[src/rtl/moore_seq_pkg.sv]
// Shared types and helpers for the Moore-detector stimulus generator.
// Holds the FSM encoding, the default idle level and the length clamp.
package moore_seq_pkg;

    typedef enum logic [1:0] {
        IDLE  = 2'd0,
        SHIFT = 2'd1,
        GAP   = 2'd2,
        FIN   = 2'd3
    } seq_state_t;

    localparam logic IDLE_LVL_DEF = 1'b0;

    // Requested lengths beyond the register width are sent as a full-width frame.
    function automatic int clamp_len(input int raw_len, input int max_len);
        if (raw_len > max_len) begin
            return max_len;
        end else begin
            return raw_len;
        end
    endfunction

endpackage

[src/rtl/moore_seq_shreg.sv]
// Loadable left-shift register; msb is the next pattern bit to be presented.
module moore_seq_shreg
    import moore_seq_pkg::*;
#(
    parameter int MAX_LEN = 8
) (
    input  logic               clk,
    input  logic               rst,
    input  logic               load,
    input  logic               shift,
    input  logic [MAX_LEN-1:0] load_val,
    output logic               msb
);

    logic [MAX_LEN-1:0] data_r;

    // Load has priority over shift; zeros fill from the right.
    always_ff @(posedge clk) begin
        if (rst) begin
            data_r <= '0;
        end else if (load) begin
            data_r <= load_val;
        end else if (shift) begin
            data_r <= {data_r[MAX_LEN-2:0], 1'b0};
        end else begin
            data_r <= data_r;
        end
    end

    assign msb = data_r[MAX_LEN-1];

endmodule

[src/rtl/moore_seq_gen.sv]
// Serial MSB-first pattern generator driving the Moore detector's x1 input,
// with programmable length, repeat count and inter-frame idle gap.
module moore_seq_gen
    import moore_seq_pkg::*;
#(
    parameter int   MAX_LEN  = 8,
    parameter int   LEN_W    = 4,
    parameter int   REP_W    = 4,
    parameter int   GAP_W    = 4,
    parameter logic IDLE_LVL = IDLE_LVL_DEF
) (
    input  logic               clk,
    input  logic               rst,
    input  logic               start,
    input  logic               abort,
    input  logic [MAX_LEN-1:0] pattern,
    input  logic [LEN_W-1:0]   len,
    input  logic [REP_W-1:0]   rep,
    input  logic [GAP_W-1:0]   gap,
    output logic               x_out,
    output logic               x_valid,
    output logic               frame_start,
    output logic               busy,
    output logic               done
);

    seq_state_t         state_r, state_nx;
    logic               x_out_r, x_out_nx;
    logic               x_valid_r, x_valid_nx;
    logic               frame_start_r, frame_start_nx;
    logic               busy_r, busy_nx;
    logic               done_r, done_nx;
    logic [LEN_W-1:0]   bit_cnt_r, bit_cnt_nx;
    logic [REP_W-1:0]   rep_cnt_r, rep_cnt_nx;
    logic [GAP_W-1:0]   gap_cnt_r, gap_cnt_nx;
    logic [LEN_W-1:0]   len_r, len_nx;
    logic [GAP_W-1:0]   gap_r, gap_nx;
    logic [MAX_LEN-1:0] pat_r, pat_nx;

    logic [LEN_W-1:0]   len_c_s;
    logic [MAX_LEN-1:0] aligned_s;
    logic               sr_load_s;
    logic               sr_shift_s;
    logic [MAX_LEN-1:0] sr_load_val_s;
    logic               sr_msb_s;

    // The pattern is stored left-aligned so its first bit always sits at the msb.
    assign len_c_s   = LEN_W'(clamp_len(int'(len), MAX_LEN));
    assign aligned_s = pattern << (MAX_LEN - int'(len_c_s));

    moore_seq_shreg #(
        .MAX_LEN (MAX_LEN)
    ) u_shreg (
        .clk      (clk),
        .rst      (rst),
        .load     (sr_load_s),
        .shift    (sr_shift_s),
        .load_val (sr_load_val_s),
        .msb      (sr_msb_s)
    );

    // Next-state and next-output logic; the shift register holds the bits after the one on x_out.
    always_comb begin
        state_nx       = state_r;
        x_out_nx       = IDLE_LVL;
        x_valid_nx     = 1'b0;
        frame_start_nx = 1'b0;
        busy_nx        = 1'b0;
        done_nx        = 1'b0;
        bit_cnt_nx     = bit_cnt_r;
        rep_cnt_nx     = rep_cnt_r;
        gap_cnt_nx     = gap_cnt_r;
        len_nx         = len_r;
        gap_nx         = gap_r;
        pat_nx         = pat_r;
        sr_load_s      = 1'b0;
        sr_shift_s     = 1'b0;
        sr_load_val_s  = {pat_r[MAX_LEN-2:0], 1'b0};

        case (state_r)
            IDLE: begin
                if (start) begin
                    len_nx     = len_c_s;
                    gap_nx     = gap;
                    pat_nx     = aligned_s;
                    rep_cnt_nx = rep;
                    if (len_c_s == '0) begin
                        state_nx = FIN;
                        done_nx  = 1'b1;
                    end else begin
                        state_nx       = SHIFT;
                        x_out_nx       = aligned_s[MAX_LEN-1];
                        x_valid_nx     = 1'b1;
                        frame_start_nx = 1'b1;
                        busy_nx        = 1'b1;
                        bit_cnt_nx     = len_c_s - LEN_W'(1);
                        sr_load_s      = 1'b1;
                        sr_load_val_s  = {aligned_s[MAX_LEN-2:0], 1'b0};
                    end
                end else begin
                    state_nx = IDLE;
                end
            end
            SHIFT: begin
                if (abort) begin
                    state_nx = IDLE;
                end else if (bit_cnt_r != '0) begin
                    bit_cnt_nx = bit_cnt_r - LEN_W'(1);
                    x_out_nx   = sr_msb_s;
                    x_valid_nx = 1'b1;
                    busy_nx    = 1'b1;
                    sr_shift_s = 1'b1;
                end else if (rep_cnt_r != '0) begin
                    rep_cnt_nx = rep_cnt_r - REP_W'(1);
                    busy_nx    = 1'b1;
                    if (gap_r != '0) begin
                        state_nx   = GAP;
                        gap_cnt_nx = gap_r;
                    end else begin
                        x_out_nx       = pat_r[MAX_LEN-1];
                        x_valid_nx     = 1'b1;
                        frame_start_nx = 1'b1;
                        bit_cnt_nx     = len_r - LEN_W'(1);
                        sr_load_s      = 1'b1;
                    end
                end else begin
                    state_nx = FIN;
                    done_nx  = 1'b1;
                end
            end
            GAP: begin
                if (abort) begin
                    state_nx = IDLE;
                end else if (gap_cnt_r == GAP_W'(1)) begin
                    state_nx       = SHIFT;
                    x_out_nx       = pat_r[MAX_LEN-1];
                    x_valid_nx     = 1'b1;
                    frame_start_nx = 1'b1;
                    busy_nx        = 1'b1;
                    bit_cnt_nx     = len_r - LEN_W'(1);
                    sr_load_s      = 1'b1;
                end else begin
                    gap_cnt_nx = gap_cnt_r - GAP_W'(1);
                    busy_nx    = 1'b1;
                end
            end
            FIN: begin
                state_nx = IDLE;
            end
            default: begin
                state_nx = IDLE;
            end
        endcase
    end

    // State, counters, captured configuration and registered outputs.
    always_ff @(posedge clk) begin
        if (rst) begin
            state_r       <= IDLE;
            x_out_r       <= IDLE_LVL;
            x_valid_r     <= 1'b0;
            frame_start_r <= 1'b0;
            busy_r        <= 1'b0;
            done_r        <= 1'b0;
            bit_cnt_r     <= '0;
            rep_cnt_r     <= '0;
            gap_cnt_r     <= '0;
            len_r         <= '0;
            gap_r         <= '0;
            pat_r         <= '0;
        end else begin
            state_r       <= state_nx;
            x_out_r       <= x_out_nx;
            x_valid_r     <= x_valid_nx;
            frame_start_r <= frame_start_nx;
            busy_r        <= busy_nx;
            done_r        <= done_nx;
            bit_cnt_r     <= bit_cnt_nx;
            rep_cnt_r     <= rep_cnt_nx;
            gap_cnt_r     <= gap_cnt_nx;
            len_r         <= len_nx;
            gap_r         <= gap_nx;
            pat_r         <= pat_nx;
        end
    end

    assign x_out       = x_out_r;
    assign x_valid     = x_valid_r;
    assign frame_start = frame_start_r;
    assign busy        = busy_r;
    assign done        = done_r;

endmodule

[config.mk]
export PLATFORM = sky130hd
export DESIGN_NAME = moore_seq_gen
export DESIGN_NICKNAME = d
export VERILOG_FILES = /design/src/rtl/moore_seq_pkg.sv /design/src/rtl/moore_seq_shreg.sv /design/src/rtl/moore_seq_gen.sv
export SDC_FILE = /design/constraint.sdc
export NUM_CORES = 1
export LEC_CHECK = 0
export CORE_UTILIZATION = 25
export CTS_BUF_LIST = sky130_fd_sc_hd__clkbuf_2
export DETAILED_ROUTE_END_ITERATION = 10
export PLACE_DENSITY_LB_ADDON = 0.12
export SLEW_MARGIN = 25
export SYNTH_ARGS = -nofsm -noshare
export SYNTH_HDL_FRONTEND = slang
export SYNTH_SLANG_ARGS = --single-unit
export TNS_END_PERCENT = 5
[constraint.sdc]
create_clock -name clk -period 4.61 [get_ports clk]
set_clock_uncertainty 0.05 [all_clocks]
set_input_delay 1.383 -clock clk [delete_from_list [all_inputs] [get_ports clk]]
set_output_delay 1.383 -clock clk [all_outputs]
set_load 0.03 [all_outputs]
==> results_dict.tcl, run 1 <==
set metrics [dict create \
    seq_power_share_pct 44.6 \
    grt_pass1_vias 2487 \
    fp.dieH_um 107 \
    synth_edf_count 0 \
    yosys-top-cells-count "44 x nand2_1, 42 x dfxtp_1, 33 x a21oi_1, 21 x inv_1, 21 x o21ai_0" \
    synthArstFlopShare_pct 0 \
    final.min_clock_period_ns 3.59 \
    fp.dieW_um 107 \
    maxSlewViolCount 0 \
    grt_usage_pct 14.0 \
    num_rows 37 \
    syn_to_final_growth_pct 15.8 \
    drtIter0Drc 79 \
    swShare_pct 38.8 \
    required_ns 4.89 \
    post_cts_buffers 0 \
    fill_cells 1150 \
    power.switching_w 0.000371 \
    core_area_sq_um 10500 \
    r2r_cells 7 \
    start_util_pct 26.3 \
    clk-insertion-delay-late_ns 0.42 \
    cts_tree "yes" \
    yosys.area.top_type "dfxtp_1" \
    fin_crit_sh_pct 77.8 \
    detailed_place_hpwl_um 5680 \
    clkPwrFrac_pct 16.9 \
    p_total_w 0.000954 \
    p_leak_nw 1.16 \
    cts_root_buffer "clkbuf_2" \
    synthCells 356 \
    setup_viol 0 \
    status "complete, no violations" \
    htree_levels 2 \
    clock-sinks 42 \
    max_slew_margin_pct 40.9 \
    dr.pass1.iters 4 \
    port-buffer-count 28 \
    cts_buffers 5 \
    start_kind "input pin" \
    drcViolationCount 0 \
    critical_path_class "input pin to flip-flop" \
    irDropWorstVdd_mv 0.0958 \
    cp_max_fo 12 \
    drive_gt1_share_pct 6.70 \
    cts_buffer_depth 2 \
    cts-hold-fix-buffers 0 \
    power_frac_comb_pct 38.5 \
    setup.worst_path.end_class "flip-flop" \
    setup_tns_ns 0 \
    syn_nets 391 \
    ys_warn_count 0 \
    avgRoutedWirePerCell_um 15.0 \
    nets 407 \
    clkTransAtPathRegs_ns 0.21 \
    synthDistinctLibCells 58 \
    rsz0062_at_grt "no" \
    grt_overflow 0 \
    syn_area_sq_um 2760 \
    synth_area_leaders "dfxtp_1 30%, a21oi_1 6.0%, nand2_1 6.0%" \
    synth.most_common_cell "nand2_1" \
    tightest_slew_ns 0.885 \
    syn_avg_cell_area_sq_um 7.75 \
    ys.flop_type "dfxtp_1" \
    die-area_sq_um 11500 \
    intPower_w 0.000584 \
    gp_congestion 0.807 \
    cts_resized 0 \
    powerDensity_nw_per_um2 299 \
    synth_top_area_share_pct 30.5 \
    drtAntennaViolNets 0 \
    max-cap-violations 0 \
    routed_via_density 5.06 \
    min_path_cells 2 \
    io_pins 29 \
    vias 2583 \
    grt_max_degree 36 \
    hp-class "flip-flop to flip-flop" \
    crit_arrival_ns 3.87 \
    grt_pass1_wl_um 12700 \
    yosysSeqAreaShare_pct 30.5 \
    antenna_found_initial 1 \
    ys_ff_latch 42 \
    max_freq_mhz 279 \
    wl_um 7640 \
    hold_viol_final 0 \
]
## metal layers
layer  vias up  wire length, um  GRT usage, %
met4         0               80          4.01
li1       1320                -             -
met1      1199             3760          18.6
met2        58             3500          23.5
met3         6              300          2.07
met5         -                0             0
## power groups by stage
stage	Sequential, W	Combinational (W)	Clock [W]
6_report	0.000425	0.000368	0.000162
5_1_grt	0.000430	0.000408	0.000188
4_1_cts	0.000426	0.000370	0.000172
3_5_place_dp	0.000433	0.000369	0
3_3_place_gp	0.000433	0.000367	0
2_1_floorplan	0.000433	0.000263	0
## worst max-delay path, cell delays in order
cell and delay (ns):
clkdlybuf4s50_1 0.55, nand2b_1 0.20, ha_1 0.18, or3b_2 0.48, a2bb2oi_1 0.39, a21oi_4 0.20
mux2_1 0.34, o22ai_1 0.13
## cell type report
| cell class | count | area (sq um) | share of cell area, % |
|---|---|---|---|
| inverters | 22 | 82.6 | 2.58 |
| clock buffers | 5 | 25.0 | 0.783 |
| flip-flops and latches | 42 | 841 | 26.3 |
| well taps | 136 | 170 | 5.32 |
| multi-input cells | 267 | 1730 | 54.2 |
| diodes | 1 | 2.50 | 0.0783 |
| repair buffers | 34 | 325 | 10.2 |
| clock inverters | 3 | 16.3 | 0.509 |
## cell families after synthesis
group | synth area share, %
adder cells (fa/ha/maj) | 4.99
flip-flops | 30.5
XOR/XNOR | 1.90
multiplexers | 6.26
AO/OA/AOI/OAI | 27.2
buffers and inverters | 6.71
AND/OR/NAND/NOR | 22.4
## per-stage QoR
stage	std cells	hold slack [ns]	cell area [sq um]	setup WS [ns]	util, %
floorplan	356	0.382	2760	0.837	-
global placement	501	0.399	3150	0.679	30.0
detailed placement	501	0.397	3150	0.617	30.0
CTS	509	0.422	3190	1.03	30.4
global route	510	0.455	3200	0.934	30.4
finish	510	0.421	3200	1.02	30.4
## final timing paths
kind | from | end | slack (ns)
worst max-delay path | len[3] | u_shreg.data_r[7] | 1.02
worst min-delay path | pat_r[1] | pat_r[1] | 0.42
worst max register to register | state_r[1] | u_shreg.data_r[7] | 1.62
worst min register to register | pat_r[1] | pat_r[1] | 0.42
## placed cells by master (no fill, tap or decap), drive strengths merged, types with 4 or more instances in the layout
cell            n
a2bb2oi         7
mux2i          15
nand3          10
o32ai           4
a211oi          8
clkbuf          5
nor3b           4
nor2b           5
or3b            4
nor2           20
nand2b          6
o21ai          23
nand2          44
a311oi          6
o22ai           4
nor3           10
a21oi          34
clkdlybuf4s50  28
ha             11
dfxtp          42
or3             5
inv            21
buf             6
and3            4
## registers in the layout (all words and copies together) (netlist names), 2 cells and up
signal / count
u_shreg.data_r: 7
pat_r: 8
gap_r: 4
bit_cnt_r: 4
state_r: 2
gap_cnt_r: 4
len_r: 4
rep_cnt_r: 4
Power figures use the tool's default switching activity.
==> inputs of run 2 (changes only) <==
==> constraint.sdc (replaced) <==
create_clock -name clk -period 3.3 [get_ports clk]
set_clock_uncertainty 0.05 [all_clocks]
set_input_delay 0.99 -clock clk [delete_from_list [all_inputs] [get_ports clk]]
set_output_delay 0.99 -clock clk [all_outputs]
set_load 0.03 [all_outputs]
==> results_dict.tcl, run 2 (synthesis results as in run 1) <==
set metrics [dict create \
    grt_pass1_vias 2565 \
    setup_tns_ns 0 \
    drive_gt1_share_pct 12.0 \
    die-area_sq_um 11500 \
    finish.utilization_pct 32.1 \
    powerDensity_nw_per_um2 434 \
    cp_max_fo 12 \
    fp.dieW_um 107 \
    p_leak_nw 1.27 \
    final_common_cell "nand2_1" \
    final_cell_mix "44 x nand2_1, 42 x dfxtp_1, 33 x a21oi_1, 28 x clkdlybuf4s50_1, 25 x buf_4" \
    maxSlewViolCount 0 \
    syn_to_final_growth_pct 22.2 \
    placed_area_sq_um 3300 \
    min-delay-start "pat_r[0]" \
    start_kind "input pin" \
    grt_usage_pct 14.6 \
    diodes 0 \
    r2r_cells 7 \
    cts_root_buffer "clkbuf_2" \
    htree_levels 2 \
    num_rows 37 \
    setup_viol 0 \
    drtIter0Drc 144 \
    final_cell_area_sq_um 3370 \
    cts_buffers 5 \
    grt_pass1_wl_um 13300 \
    max-cap-violations 0 \
    hold_viol_final 0 \
    io_pins 29 \
    clkTransAtPathRegs_ns 0.20 \
    gp_congestion 0.772 \
    post_cts_buffers 0 \
    multi_input_area_sq_um 1750 \
    setup.worst_path.end_class "flip-flop" \
    fin_crit_sh_pct 85.2 \
    r2r_end "u_shreg.data_r[7]" \
    fill_cells 1109 \
    routed_via_density 5.01 \
    largest_reg_flops 8 \
    dp_cells 520 \
    detailed_place_hpwl_um 5880 \
    min_path_cells 2 \
    grt_max_degree 36 \
    start_util_pct 26.3 \
    avgRoutedWirePerCell_um 15.0 \
    status "complete, no violations" \
    cts_resized 0 \
    port-buffer-count 28 \
    regMostFlops "pat_r" \
    rsz0062_at_grt "no" \
    dr.pass1.iters 4 \
    cts-hold-fix-buffers 0 \
    vias 2644 \
    max_slew_margin_pct 64.4 \
    drtAntennaViolNets 0 \
    regArea_sq_um 841 \
    rrSetupSlack_ns 0.52 \
    final.min_clock_period_ns 2.81 \
    irDropWorstVdd_mv 0.131 \
    fp.dieH_um 107 \
    final_cells 528 \
    required_ns 3.62 \
    clk-insertion-delay-late_ns 0.44 \
    rr_startpoint "bit_cnt_r[0]" \
    clock-sinks 42 \
    wl_um 7940 \
    max_freq_mhz 356 \
    grt_overflow 0 \
    hp-class "flip-flop to flip-flop" \
    antenna_found_initial 0 \
    nets 426 \
    hold_ws_ns 0.419 \
    critical_path_class "input pin to flip-flop" \
    core_area_sq_um 10500 \
    top_regs "pat_r: 8 flops, u_shreg.data_r: 7 flops" \
    drcViolationCount 0 \
    cts_buffer_depth 2 \
    tightest_slew_ns 0.533 \
    hold_path_end "pat_r[0]" \
    cts_tree "yes" \
    crit_arrival_ns 3.13 \
]
run 2: final cells by class:
cell class              instances  share of cell area, %
flip-flops and latches         42                   24.9
clock inverters                 3                   1.19
repair buffers                 53                   13.9
well taps                     136                   5.05
multi-input cells             267                   51.8
clock buffers                   5                  0.742
inverters                      22                   2.45
run 2: worst max path at each step:
stage                       from           endpoint  slack, ns  cells past startpoint
final                     len[3]  u_shreg.data_r[7]       0.49                      8
after global routing      len[3]  u_shreg.data_r[7]       0.33                      9
after CTS                 len[3]  u_shreg.data_r[7]       0.50                      8
after detailed placement  len[3]  u_shreg.data_r[7]       0.03                      8
after global placement    len[3]  u_shreg.data_r[7]       0.06                      8
after floorplan           len[3]  u_shreg.data_r[5]       0.04                     10
run 2: layer usage:
layer	routed length, um	GRT usage, %	vias to the layer above	share of wire, %
met5	0	0	-	0
met4	99	4.50	0	1.2
met3	260	2.07	8	3.3
met2	3620	23.3	49	46
met1	3960	20.2	1228	50
li1	-	-	1359	-
run 2: critical path, stage by stage:
cell	delay [ns]
clkdlybuf4s50_1	0.48
nand2b_1	0.13
ha_1	0.19
or3b_2	0.50
a2bb2oi_2	0.22
a21oi_4	0.15
mux2_1	0.33
o22ai_1	0.14
run 2: metrics by stage:
stage | setup WS, ns | power, W
after detailed placement | 0.0293 | 0.00116
after floorplan | 0.0376 | 0.000974
after global routing | 0.335 | 0.00157
final | 0.487 | 0.00146
after CTS | 0.497 | 0.00148
after global placement | 0.0648 | 0.00116
run 2: report_power, final:
| part | total, W | switching [W] | internal (W) |
|---|---|---|---|
| Combinational | 0.000559 | 0.000316 | 0.000243 |
| Clock | 0.000309 | 0.000183 | 0.000126 |
| Sequential | 0.000594 | 0.0000357 | 0.000559 |
| Total | 0.00146 | 0.000534 | 0.000928 |
